**src/rtl/qm_mem_arbiter.sv**
```systemverilog
// rtl/qm_mem_arbiter.sv - round-robin arbiter sharing one memory-controller read port between two burst requesters
module qm_mem_arbiter #(
    parameter int TIMEOUT = 1023
) (
    input  logic        clk,
    input  logic        reset,
    input  logic        r0_req,
    input  logic [29:0] r0_addr,
    input  logic [5:0]  r0_bl,
    output logic        r0_gnt,
    output logic [31:0] r0_data,
    output logic        r0_valid,
    output logic        r0_done,
    input  logic        r1_req,
    input  logic [29:0] r1_addr,
    input  logic [5:0]  r1_bl,
    output logic        r1_gnt,
    output logic [31:0] r1_data,
    output logic        r1_valid,
    output logic        r1_done,
    output logic        err,
    output logic        mem_cmd_clk,
    output logic        mem_cmd_en,
    output logic [2:0]  mem_cmd_instr,
    output logic [5:0]  mem_cmd_bl,
    output logic [29:0] mem_cmd_addr,
    input  logic        mem_cmd_full,
    input  logic        mem_cmd_empty,
    output logic        mem_rd_clk,
    output logic        mem_rd_en,
    input  logic [31:0] mem_rd_data,
    input  logic        mem_rd_empty,
    input  logic        mem_rd_full,
    input  logic [6:0]  mem_rd_count
);

    typedef enum logic [1:0] {
        IDLE = 2'd0,
        CMD  = 2'd1,
        DATA = 2'd2
    } state_t;

    localparam logic [15:0] TO_LAST = 16'(TIMEOUT - 1);

    state_t      state;
    state_t      state_nxt;
    logic [1:0]  gnt;
    logic        prio;
    logic        cmd_en;
    logic [5:0]  cmd_bl;
    logic [29:0] cmd_addr;
    logic [5:0]  word_cnt;
    logic [15:0] to_cnt;

    logic        any_req;
    logic        both_req;
    logic        pick;
    logic        pop;
    logic        last_word;
    logic        to_hit;
    logic        burst_end;
    logic        unused_inputs;

    assign unused_inputs = ^{mem_cmd_empty, mem_rd_full, mem_rd_count};

    // pick = 1 selects port 1; the pointer only matters when both ask at once
    assign any_req  = r0_req | r1_req;
    assign both_req = r0_req & r1_req;
    assign pick     = both_req ? prio : r1_req;

    assign pop       = (state == DATA) && !mem_rd_empty;
    assign last_word = pop && (word_cnt == cmd_bl);
    assign to_hit    = (state == DATA) && !pop && (to_cnt == TO_LAST);
    assign burst_end = last_word | to_hit;

    always_comb begin
        state_nxt = state;
        case (state)
            IDLE:    if (any_req) state_nxt = CMD;
            CMD:     if (cmd_en) state_nxt = DATA;
            DATA:    if (burst_end) state_nxt = IDLE;
            default: state_nxt = IDLE;
        endcase
    end

    always_ff @(posedge clk) begin
        if (reset) begin
            state    <= IDLE;
            gnt      <= 2'b00;
            prio     <= 1'b0;
            cmd_en   <= 1'b0;
            cmd_bl   <= 6'd0;
            cmd_addr <= 30'd0;
            word_cnt <= 6'd0;
            to_cnt   <= 16'd0;
        end else begin
            state <= state_nxt;
            case (state)
                IDLE: begin
                    if (any_req) begin
                        gnt      <= pick ? 2'b10 : 2'b01;
                        cmd_addr <= pick ? r1_addr : r0_addr;
                        cmd_bl   <= pick ? r1_bl : r0_bl;
                        word_cnt <= 6'd0;
                        to_cnt   <= 16'd0;
                        if (both_req) prio <= ~pick;
                    end
                end
                CMD: begin
                    // strobe is raised once, on the first non-full cycle, then leaves CMD
                    cmd_en <= !cmd_en && !mem_cmd_full;
                end
                DATA: begin
                    if (pop) begin
                        word_cnt <= word_cnt + 6'd1;
                        to_cnt   <= 16'd0;
                    end else begin
                        to_cnt <= to_cnt + 16'd1;
                    end
                    if (burst_end) gnt <= 2'b00;
                end
                default: gnt <= 2'b00;
            endcase
        end
    end

    assign r0_gnt   = gnt[0];
    assign r1_gnt   = gnt[1];
    assign r0_data  = mem_rd_data;
    assign r1_data  = mem_rd_data;
    assign r0_valid = pop & gnt[0];
    assign r1_valid = pop & gnt[1];
    assign r0_done  = burst_end & gnt[0];
    assign r1_done  = burst_end & gnt[1];
    assign err      = to_hit;

    assign mem_cmd_clk   = clk;
    assign mem_rd_clk    = clk;
    assign mem_cmd_en    = cmd_en;
    assign mem_cmd_instr = cmd_en ? 3'b001 : 3'b000;
    assign mem_cmd_bl    = cmd_bl;
    assign mem_cmd_addr  = cmd_addr;
    assign mem_rd_en     = (state == DATA);

endmodule
```
**config.mk**
```make
export PLATFORM = sky130hd
export DESIGN_NAME = qm_mem_arbiter
export DESIGN_NICKNAME = d
export VERILOG_FILES = /design/src/rtl/qm_mem_arbiter.sv
export SDC_FILE = /design/constraint.sdc
export NUM_CORES = 1
export LEC_CHECK = 0
export BUFFER_PORTS_ARGS = -buffer_cell sky130_fd_sc_hd__buf_2
export CAP_MARGIN = 40
export CELL_PAD_IN_SITES_DETAIL_PLACEMENT = 1
export CELL_PAD_IN_SITES_GLOBAL_PLACEMENT = 1
export CORE_MARGIN = 2
export CORE_UTILIZATION = 29
export CTS_CLUSTER_DIAMETER = 60
export DETAILED_ROUTE_END_ITERATION = 16
export PLACE_DENSITY_LB_ADDON = 0.25
export SLEW_MARGIN = 20
export SYNTH_ARGS = -nofsm -noshare
export SYNTH_HDL_FRONTEND = slang
export SYNTH_SLANG_ARGS = --single-unit
```
**constraint.sdc**
```tcl
create_clock -name clk -period 2 [get_ports clk]
set_input_delay 0.2 -clock clk [delete_from_list [all_inputs] [get_ports clk]]
set_output_delay 0.2 -clock clk [all_outputs]
set_load 0.1 [all_outputs]
```
* Yosys cells after proc, flatten, opt, wreduce, memory -nomap -nowiden
Cells that the tools add are included.
** Cells by class
- Muxes and demuxes :: 17
- $lt $le $gt $ge :: 0
- Equality and inequality tests :: 8
- Divide/modulo/power cells :: 0
- Bitwise logic cells :: 9
- Add/subtract/negate cells :: 2
- $mul :: 0
- Reductions and logical operators :: 17
- Shifts and indexed selects :: 0
** Operators with widths (count)
- 16-bit two-way mux :: 2
- 16-bit case mux with 2 select lines :: 1
- 30-bit two-way mux :: 1
- 6-bit two-way mux :: 3
- 16-bit by 1-bit adder with 16-bit output (second input constant) :: 1
- 16-bit by 10-bit == test with 1-bit output (second input constant) :: 1
- 2-bit case mux with 3 select lines :: 2
- 6-bit case mux with 2 select lines :: 1
- 3-bit AND reduction :: 4
- 2-bit two-way mux :: 5
- 6-bit by 1-bit adder with 6-bit output (second input constant) :: 1
- 6-bit == test :: 1
- 1-bit bitwise AND :: 5
- 1-bit logical AND :: 5
- 1-bit zero test :: 4
- 2-bit by 1-bit inequality test with 1-bit output (second input constant) :: 2
- 2-bit inequality test (second input constant) :: 2
- 2-bit AND reduction :: 2
- 2-bit by 1-bit == test with 1-bit output (second input constant) :: 1
- 2-bit == test (second input constant) :: 1
- 2-bit zero test :: 1
- 1-bit two-way mux :: 2
- 1-bit NOT :: 2
- 1-bit bitwise OR :: 2
- 2-bit nonzero test :: 1
** Storage, ports and cells
- Bits of input ports :: 119
- Output and inout port bits :: 114
- Register bits after elaboration :: 64
- Memory bits (writable) :: 0
- Memories kept :: 0
- Bits in read-only memories :: 0
- Logic and storage cells :: 61
- Latch bits :: 0

* Longest topological paths before layout
- Word-level depth :: 8
- Mapped depth :: 7
- Gate-level depth less buffers :: 5

==> implementation parameters <==
Parameter                              Value

Drt
  First-pass iteration count of the detailed router    8
  DRC errors left    0
  Total routed wirelength    about 9.9 mm
  Number of DRC markers after the initial detailed-route iteration    164
  Via count    3,042
  ANT nets after route    0
  Per-cell routed wire length    16.6 um
  Post-detailed-route via-to-cell ratio    slightly above 5

Global routing
  Pin count of the biggest net entering global routing    37
  Global-route wire length before repair    between 15 and 20 mm
  Overall Global Routing Usage    0.158
  Antenna violations before repair    0
  GR Overflow Total    0
  Number of global-route vias before repair    between 3,000 and 4,000

Synth
  Number of register bits inferred by synthesis    between 60 and 70
  Number of enable flip-flop cells after synthesis    0
  Yosys warning count    0
  Count of cell types in the netlist    49
  Mapped Cells    369
  Syn_area_per_cell    between 9 and 10 sq um
  Fraction of the yosys area taken by sequential cells    0.377
  Mapped Area    0.00340 sq mm
  Post-synth top flop    sky130_fd_sc_hd__dfxtp_1
  Share of async-settable or async-resettable flops after synthesis    0

STA
  Worst path setup slack after routing    -0.101 ns
  RSZ-0062 raised after global routing    yes
  Post-route worst hold slack    0.00910 ns
  Fmax    476 MHz
  Final hold violations    0
  Pins over their slew limit    0
  Final critical-path required period    2.10 ns
  Final count of negative-setup-slack endpoints    3
  Worst clock skew on the final layout    0.00488 ns
  Final period util    1.05
  Final-layout setup total negative slack    -0.242 ns

Critical path
  Maximum single-stage delay on the critical path    ~0.54 ns
  Kind of cell adding the most delay to the critical path    simple AND/OR/NAND/NOR gates
  Arrival time at the worst endpoint    1.90 ns
  Kind of critical path    flip-flop to primary output
  Critical Path RT    1.80 ns
  Setup slack of the most critical reg-to-reg path    around 0.30 ns
  Count of buffer and inverter cells on the critical path    1
  Critical-path top delay cell    sky130_fd_sc_hd__or4_4
  Max Fanout on Critical Path    4
  Cell-by-cell trace of the critical path    or4_4 -> nor3_4 -> o21a_4 -> buf_12
  Critical Path Start Type    flip-flop
  Endpoint class of the critical path    primary output

Floorplanning
  Row cnt    39
  Die Outline Area    0.0126 sq mm
  X dimension of the die    112 um
  Effective utilization at floorplan    0.298
  Top Ports    between 200 and 250
  Floorplan die height    112 um
  Area of the placeable core    0.0114 sq mm

Finish
  Area added between synthesis and finish    29.0%
  Proportion of layout cells with a drive suffix above 1    0.427
  Number of non-filler instances in the completed layout    597
  Antenna Cells    0
  Fillers    around 1,400
  Final nets    571

Pwr
  Power density cells    around 1100 mW/mm^2
  Leakage    about 1.9 nW
  Largest voltage drop on the vdd net    591 uV

Clocking
  Clock Latency Late Sink    about 0.44 ns
  Worst-path clk slew    ~0.06 ns
  TritonCTS clock tree    done

Placement
  Cells after DPL    558
  Detailed placement HPWL    6.93 mm
  Gpl congestion    0.740
  Port Buffer Count    125

Run status
  Violations in the final reports    negative setup slack
  Result of the run    finished, violations left

Min path
  Class of the tightest hold or removal check    primary input to flip-flop

Run
  Number of violations of the max-capacitance limit    0
-- metrics by stage --
step	power, mW	area (sq um)	utilization	setup WS [ns]
floorplan	3.17	3450	-	-0.394
global placement	2.75	3780	0.331	0.218
detailed placement	2.76	3780	0.331	0.194
CTS	4.83	4380	0.383	-0.114
global route	4.97	4380	0.384	-0.169
finish	4.76	4380	0.384	-0.101
-- tightest hold or removal path: stages --
cell                       delay (ns)
sky130_fd_sc_hd__buf_2           0.07
sky130_fd_sc_hd__a222oi_1        0.05
sky130_fd_sc_hd__nor2_1          0.08
-- sequential cells by signal, summed over array words and instances (netlist names) --
| register | cells |
|---|---|
| mem_cmd_addr | 30 |
| to_cnt | 16 |
| mem_cmd_bl | 6 |
| word_cnt | 6 |
| gnt | 2 |
| state | 2 |
| mem_cmd_en | 1 |
| prio | 1 |
-- what timing repair did --
item | CTS | global route
hold buffers | 14 | 0
resized for setup | 5 | 3
pin swaps | 3 | 0
setup buffers | 5 | 0
endpoints found under the setup margin | 5 | 6
endpoints found under the hold margin | 14 | 0
-- synthesized netlist by cell type, drive strengths merged, types with 5 or more instances --
cell type,number,share of area
clkbuf,8,0.012
a222oi,35,0.10
xnor2,8,0.021
or4,8,0.018
nor2,51,0.070
o31ai,7,0.015
dfxtp,64,0.38
a21oi,14,0.026
nand4,7,0.013
inv,5,0.0055
o21ai,5,0.0074
nand3,8,0.012
xor2,7,0.018
nand2,10,0.013
or3,6,0.011
buf,84,0.18
-- metal layers --
layer / vias up / global-route usage / wire [um]
met5: - / 0 / 0
met4: 0 / 0.0699 / 167
met3: 16 / 0.0670 / 949
met2: 137 / 0.247 / 4530
met1: 1439 / 0.192 / 4250
li1: 1450 / - / -
-- worst paths after layout --
kind | start | to | depth (start not counted)
hold / removal | r0_bl[1] | mem_cmd_bl[1]$_SDFFE_PP0P_ | 3
setup reg to reg | state[0]$_SDFFE_PP0P_ | mem_cmd_addr[4]$_SDFFE_PP0P_ | 5
hold reg to reg | to_cnt[9]$_SDFFE_PP0P_ | to_cnt[9]$_SDFFE_PP0P_ | 2
setup / recovery | to_cnt[12]$_SDFFE_PP0P_ | r1_done | 4
-- logic make-up (layout without fill, tap and decap cells) --
logic type,after synthesis,in the layout,synth area share
DFF,64,64,0.377
xor gates and xnor gates,15,15,0.0387
and+or+nand+nor,115,115,0.192
adders and majority gates,3,3,0.0111
buffers and inverters,97,181,0.198
muxes,1,1,0.00295
AOI/OAI and AO/OA,73,73,0.179
other,1,2,0.00110
-- layout by cell type, fill, tap and decap left out, types with 6 or more instances in the layout --
cell                            netlist  layout
sky130_fd_sc_hd__or3_1                6       6
sky130_fd_sc_hd__nand3_1              8       8
sky130_fd_sc_hd__nor2_1              45      45
sky130_fd_sc_hd__nand4_1              7       7
sky130_fd_sc_hd__xnor2_1              8       8
sky130_fd_sc_hd__or4_1                8       7
sky130_fd_sc_hd__o31ai_1              7       7
sky130_fd_sc_hd__nor2_4               6       6
sky130_fd_sc_hd__nand2_1              8       8
sky130_fd_sc_hd__a222oi_1            35      35
sky130_fd_sc_hd__xor2_1               7       7
sky130_fd_sc_hd__buf_2               13     120
sky130_fd_sc_hd__a21oi_1              9       9
sky130_fd_sc_hd__buf_4               69      14
sky130_fd_sc_hd__buf_12               1       7
sky130_fd_sc_hd__dfxtp_1             64      58
sky130_fd_sc_hd__dlygate4sd3_1        0      14
sky130_fd_sc_hd__clkbuf_16            0      13
-- where the power goes --
group	total, mW	switching [mW]	leakage [nW]	internal [mW]
combinational	0.994	0.748	1.13	0.246
sequential	1.40	0.0533	0.526	1.35
clock	2.36	0.966	0.205	1.39
-- final cells by class --
cell class / count / area, sq um / area share
Clock buffer: 17 / 363 / 0.0828
Clock inverter: 5 / 55.1 / 0.0126
Inverter: 5 / 18.8 / 0.00428
Multi-Input combinational cell: 209 / 1490 / 0.339
Sequential cell: 64 / 1290 / 0.295
Tap cell: 143 / 179 / 0.0408
Timing Repair Buffer: 154 / 987 / 0.225
(Power assumes the default switching activity.)
